$ cat config.mk
export PLATFORM = sky130hd
export DESIGN_NAME = uart_tx_cfg
export DESIGN_NICKNAME = d
export VERILOG_FILES = /design/src/rtl/uart_tx_cfg.sv
export SDC_FILE = /design/constraint.sdc
export NUM_CORES = 1
export LEC_CHECK = 0
export BUFFER_PORTS_ARGS = -buffer_cell sky130_fd_sc_hd__buf_2
export CORE_ASPECT_RATIO = 1.4
export CORE_MARGIN = 5
export CORE_UTILIZATION = 54
export DETAILED_ROUTE_END_ITERATION = 16
export PLACE_DENSITY = 0.77
export SLEW_MARGIN = 5
export SYNTH_ARGS = -nofsm -noshare
export SYNTH_HDL_FRONTEND = slang
export SYNTH_SLANG_ARGS = --single-unit
$ cat constraint.sdc
create_clock -name clk -period 2.4 [get_ports clk]
set_clock_uncertainty 0.15 [all_clocks]
set_input_delay 0.6 -clock clk [delete_from_list [all_inputs] [get_ports clk]]
set_output_delay 0.6 -clock clk [all_outputs]
set_load 0.02 [all_outputs]
$ cat src/rtl/uart_tx_cfg.sv
// Runtime-configurable UART transmitter: start, 5..DBIT data bits LSB first, optional parity, 1/2 stops.
// Parity support is compiled in only when UART_TX_CFG_PARITY_EN is defined.
module uart_tx_cfg #(
    parameter int DBIT       = 8,
    parameter int OVERSAMPLE = 16
) (
    input  logic                       clk,
    input  logic                       reset,
    input  logic                       s_tick,
    input  logic                       tx_start,
    input  logic [DBIT-1:0]            tx_din,
    input  logic [$clog2(DBIT+1)-1:0]  cfg_dbits,
    input  logic [1:0]                 cfg_parity,
    input  logic                       cfg_stop2,
    output logic                       tx_ready,
    output logic                       tx_done_tick,
    output logic                       tx
);
    localparam int TW = $clog2(OVERSAMPLE);
    localparam int DW = $clog2(DBIT+1);

    typedef enum logic [2:0] {
        S_IDLE,
        S_START,
        S_DATA,
`ifdef UART_TX_CFG_PARITY_EN
        S_PARITY,
`endif
        S_STOP
    } state_t;

    state_t          state_q, state_d;
    logic [TW-1:0]   tick_q, tick_d;
    logic [DW-1:0]   bit_q, bit_d;
    logic [DW-1:0]   dbits_q, dbits_d;
    logic [DBIT-1:0] data_q, data_d;
    logic            stop2_q, stop2_d;
    logic            tx_q, tx_d;
    logic            last_tick;
    logic [DW-1:0]   dbits_eff;
`ifdef UART_TX_CFG_PARITY_EN
    logic [1:0]      pmode_q, pmode_d;
    logic            par_q, par_d;
    logic            par_en;
    assign par_en = pmode_q[0] ^ pmode_q[1];
`else
    logic            unused_parity;
    assign unused_parity = ^cfg_parity;
`endif

    assign last_tick = s_tick && (tick_q == TW'(OVERSAMPLE-1));
    // Out-of-range widths fall back to the full word
    assign dbits_eff = (cfg_dbits < DW'(5) || cfg_dbits > DW'(DBIT)) ? DW'(DBIT) : cfg_dbits;

    always_comb begin
        state_d      = state_q;
        tick_d       = tick_q;
        bit_d        = bit_q;
        dbits_d      = dbits_q;
        data_d       = data_q;
        stop2_d      = stop2_q;
        tx_d         = tx_q;
        tx_done_tick = 1'b0;
`ifdef UART_TX_CFG_PARITY_EN
        pmode_d      = pmode_q;
        par_d        = par_q;
`endif
        if (state_q != S_IDLE && s_tick)
            tick_d = last_tick ? '0 : tick_q + TW'(1);

        case (state_q)
            S_IDLE: begin
                tx_d = 1'b1;
                if (tx_start) begin
                    data_d  = tx_din;
                    dbits_d = dbits_eff;
                    stop2_d = cfg_stop2;
                    tick_d  = '0;
                    bit_d   = '0;
                    tx_d    = 1'b0;
                    state_d = S_START;
`ifdef UART_TX_CFG_PARITY_EN
                    pmode_d = cfg_parity;
                    par_d   = 1'b0;
`endif
                end
            end
            S_START: begin
                if (last_tick) begin
                    tx_d    = data_q[0];
                    state_d = S_DATA;
                end
            end
            S_DATA: begin
                if (last_tick) begin
`ifdef UART_TX_CFG_PARITY_EN
                    par_d = par_q ^ data_q[0];
`endif
                    if (bit_q == dbits_q - DW'(1)) begin
                        bit_d   = '0;
                        tx_d    = 1'b1;
                        state_d = S_STOP;
`ifdef UART_TX_CFG_PARITY_EN
                        if (par_en) begin
                            // odd mode (2'b10) inverts the running XOR
                            tx_d    = par_q ^ data_q[0] ^ pmode_q[1];
                            state_d = S_PARITY;
                        end
`endif
                    end else begin
                        bit_d  = bit_q + DW'(1);
                        data_d = data_q >> 1;
                        tx_d   = data_q[1];
                    end
                end
            end
`ifdef UART_TX_CFG_PARITY_EN
            S_PARITY: begin
                if (last_tick) begin
                    bit_d   = '0;
                    tx_d    = 1'b1;
                    state_d = S_STOP;
                end
            end
`endif
            S_STOP: begin
                tx_d = 1'b1;
                if (last_tick) begin
                    if (stop2_q && bit_q == '0) begin
                        bit_d = DW'(1);
                    end else begin
                        tx_done_tick = 1'b1;
                        state_d      = S_IDLE;
                    end
                end
            end
            default: begin
                tx_d    = 1'b1;
                state_d = S_IDLE;
            end
        endcase
    end

    always_ff @(posedge clk) begin
        if (reset) begin
            state_q <= S_IDLE;
            tick_q  <= '0;
            bit_q   <= '0;
            dbits_q <= DW'(DBIT);
            data_q  <= '0;
            stop2_q <= 1'b0;
            tx_q    <= 1'b1;
`ifdef UART_TX_CFG_PARITY_EN
            pmode_q <= 2'b00;
            par_q   <= 1'b0;
`endif
        end else begin
            state_q <= state_d;
            tick_q  <= tick_d;
            bit_q   <= bit_d;
            dbits_q <= dbits_d;
            data_q  <= data_d;
            stop2_q <= stop2_d;
            tx_q    <= tx_d;
`ifdef UART_TX_CFG_PARITY_EN
            pmode_q <= pmode_d;
            par_q   <= par_d;
`endif
        end
    end

    assign tx_ready = (state_q == S_IDLE);
    assign tx       = tx_q;
endmodule

==> run_results.csv <==
group,metric,value,unit
synthesis,synth_area_per_cell,8.63,um^2
detailed_routing,route.met2.wl,1530,um
clock_tree,hold_buffers,0,
layout,fill_cells,219,
synthesis,ys_seq_area_frac,0.348,
clock_tree,htreeDepth,1,
detailed_routing,drt_first_iter_violations,44,
timing,slew_viol_final,0,
critical_path,slowest_delay,350,ps
global_route,grt_use_total,0.168,
placement,dp.cells,210,
timing,min_period,2300,ps
critical_path,cp-end-kind,"output port",
floorplanning,rows,21,
synthesis,ys_seq_elements,24,
clock_tree,clock_tree.buffer_depth,2,
placement,io_buffer_count,19,
critical_path,crit_buf_inv,2,
hold_path,holdPathEnd,"stop2_q",
synthesis,synthCells,160,
layout,n_antenna_cell,0,
timing,setup_tns,0,ps
global_route,grt_pass1_wl,4860,um
power_and_ir_drop,cellLeakagePower,0.648,nW
synthesis,netlist_area,0.00138,mm^2
outcome,status,"completed",
detailed_routing,vias_per_cell,5.76,
critical_path,rrSetupSlack,170,ps
detailed_routing,wl_per_cell,13.5,um
critical_path,start_kind,"flip-flop",
floorplanning,core,0.00242,mm^2
clock_tree,cts_tree,"built",
synthesis,ys_warn_count,0,
detailed_routing,final_antenna_net_count,0,
placement,place_hpwl,2150,um
clock_tree,clk_latency,320,ps
detailed_routing,vias,1239,
floorplanning,die_w,52.7,um
floorplanning,ioPinCount,22,
run,drv_cap,0,
critical_path,path_delay_family,"simple AND/OR/NAND/NOR gates",
critical_path,crit_slowest_cell,"dfxtp_2",
timing,fmax,434,MHz
layout,finish.utilization,0.664,
critical_path,cp_max_fo,3,
layout,seq_area,483,um^2
clock_tree,cts_buffers,3,
timing,setup_viol,0,
layout,nets,209,
detailed_routing,drt_pass1_iterations,4,
power_and_ir_drop,power_density,934,mW/mm^2
detailed_routing,highest_layer,"met4",
critical_path,path_cells,"inv_1 > ha_1 > and4bb_1 > nor3b_2 > buf_4",
clock_tree,root_buffer,"clkbuf_4",
clock_tree,cts_sinks,24,
layout,drive_gt1_frac,0.215,
hold_path,hold_path_depth,2,
layout,syn2layout_area_growth,16.3,%
timing,slew_headroom,0.696,
synthesis,synth_fp_nets,187,
global_route,antenna_found_initial,0,
floorplanning,start_util,0.571,
global_route,grt_start_max_net_pins,26,
hold_path,worstHoldPathType,"reg2reg",
hold_path,holdCritStartpoint,"stop2_q",
critical_path,r2r-start,"dbits_q[0]",
synthesis,yosysUniqueCellTypes,41,
floorplanning,die-area,0.00368,mm^2
placement,place.gp.congestion,0.777,
critical_path,rr_endpoint,"state_q[0]",
detailed_routing,drcViolationCount,0,
detailed_routing,dr_wl_met3,117,um
power_and_ir_drop,ir_worst_vdd,0.000627,V
global_route,grt-ovfl-total,0,
detailed_routing,drt_wl_total,2910,um
floorplanning,fp.dieH,69.8,um
global_route,grt_pass1_vias,1171,
timing,worst_pin_slew,452,ps
critical_path,r2r_cells,7,
layout,multi_input_area,866,um^2
critical_path,required,1650,ps
clock_tree,clkTransAtPathRegs,130,ps
detailed_routing,wl_met1,1210,um
timing,finalHoldViolations,0,
critical_path,crit_arrival,1550,ps
timing,period_share,0.959,
critical_path,criticalPathCategory,"reg2out",
layout,fin_cells,215,
==> how the worst max path moves through the flow <==
| stage | cells after the start | slack, ps | start | end |
|---|---|---|---|---|
| floorplan | 6 | 290 | state_q[0] | state_q[0] |
| global placement | 6 | 150 | s_tick | state_q[0] |
| detailed placement | 6 | 120 | s_tick | state_q[0] |
| CTS | 5 | 30 | bit_q[0] | tx_done_tick |
| global route | 8 | -30 | state_q[0] | data_q[4] |
| finish | 5 | 100 | bit_q[0] | tx_done_tick |
==> sequential cells by signal, summed over array words and instances (netlist names) <==
| name | flops |
|---|---|
| state_q | 2 |
| dbits_q | 4 |
| stop2_q | 1 |
| data_q | 8 |
| bit_q | 4 |
| tick_q | 4 |
| tx | 1 |
==> Yosys cell counts, drive strengths merged <==
| cell | count | share of area |
|---|---|---|
| a2111oi | 1 | 0.0073 |
| a211oi | 2 | 0.011 |
| a21o | 2 | 0.011 |
| a21oi | 18 | 0.065 |
| a221oi | 3 | 0.019 |
| a22oi | 2 | 0.011 |
| a311oi | 1 | 0.0063 |
| and2 | 2 | 0.0091 |
| and2b | 1 | 0.0054 |
| and3 | 2 | 0.0091 |
| and4 | 1 | 0.0063 |
| and4bb | 1 | 0.0091 |
| buf | 1 | 0.0027 |
| clkbuf | 6 | 0.017 |
| dfxtp | 24 | 0.35 |
| ha | 8 | 0.073 |
| inv | 7 | 0.019 |
| mux2i | 8 | 0.058 |
| nand2 | 11 | 0.030 |
| nand2b | 2 | 0.0091 |
| nand3 | 2 | 0.0073 |
| nand4 | 1 | 0.015 |
| nand4b | 2 | 0.013 |
| nor2 | 6 | 0.016 |
| nor2b | 2 | 0.0091 |
| nor3 | 5 | 0.018 |
| nor3b | 2 | 0.011 |
| o21a | 1 | 0.0054 |
| o21ai | 17 | 0.062 |
| o31a | 1 | 0.0063 |
| o31ai | 1 | 0.0054 |
| or2 | 1 | 0.0045 |
| or3 | 7 | 0.032 |
| or3b | 1 | 0.0082 |
| or4 | 1 | 0.0054 |
| or4b | 1 | 0.0073 |
| xnor2 | 1 | 0.0063 |
| xnor3 | 1 | 0.016 |
| xor2 | 4 | 0.025 |
==> cells by family after synthesis <==
group / Yosys count / share of synthesized area
adders and majority gates: 8 / 0.0725
DFF: 24 / 0.348
buffers and inverters: 14 / 0.0390
and+or+nand+nor: 51 / 0.225
muxes: 8 / 0.0580
AOI/OAI and AO/OA: 49 / 0.209
xor gates and xnor gates: 6 / 0.0480
==> where the power goes <==
part	switching (W)	internal, W	leakage (nW)
Sequential	0.0000453	0.000477	0.197
Clock	0.000129	0.000169	0.0279
Combinational	0.000385	0.000294	0.423
Total	0.000560	0.000940	0.648
==> metrics by stage <==
step / hold slack (ps) / power [W] / instance area [um^2] / setup WS (ps)
after CTS: 318 / 0.00148 / 1580 / 33.8
after global placement: 291 / 0.00114 / 1520 / 153
after detailed placement: 300 / 0.00118 / 1520 / 120
after floorplan: 282 / 0.00101 / 1380 / 294
after global routing: 358 / 0.00161 / 1610 / -28.0
final: 317 / 0.00150 / 1610 / 98.4
==> cells in the final DEF (no fill, tap or decap), drive strengths merged, types with 3 or more instances in the layout <==
| master | count |
|---|---|
| a21oi | 18 |
| xor2 | 4 |
| mux2i | 8 |
| buf | 24 |
| nor3 | 5 |
| a221oi | 3 |
| or3 | 7 |
| inv | 7 |
| dfxtp | 24 |
| nand2 | 11 |
| clkbuf | 3 |
| nor2 | 6 |
| o21ai | 17 |
| ha | 8 |
==> final cells by class <==
cell class,instances,share of cell area
multi-input combinational,122,0.539
sequential,24,0.301
timing repair buffer,24,0.0842
tap,34,0.0265
clock inverter,1,0.0187
inverter,7,0.0164
clock buffer,3,0.0140
==> what timing repair did <==
action,CTS,global route
gates resized for setup,2,7
setup endpoints to repair,1,11
buffers inserted,0,1
pin swaps,0,0
==> layer usage <==
| layer | up-vias | track usage |
|---|---|---|
| li1 | 629 | - |
| met1 | 567 | 0.189 |
| met2 | 36 | 0.302 |
| met3 | 7 | 0.0215 |
| met4 | 0 | 0.0682 |
| met5 | - | 0 |
==> worst reg2reg max path, delay by kind of cell (launching register included) <==
family,cells,cell delay (ps)
xor gates and xnor gates,1,160
DFF,1,430
adders and majority gates,1,300
and+or+nand+nor,2,790
buffers and inverters,1,70
AOI/OAI and AO/OA,2,270
Note: power is estimated with default switching activity, not from simulation.
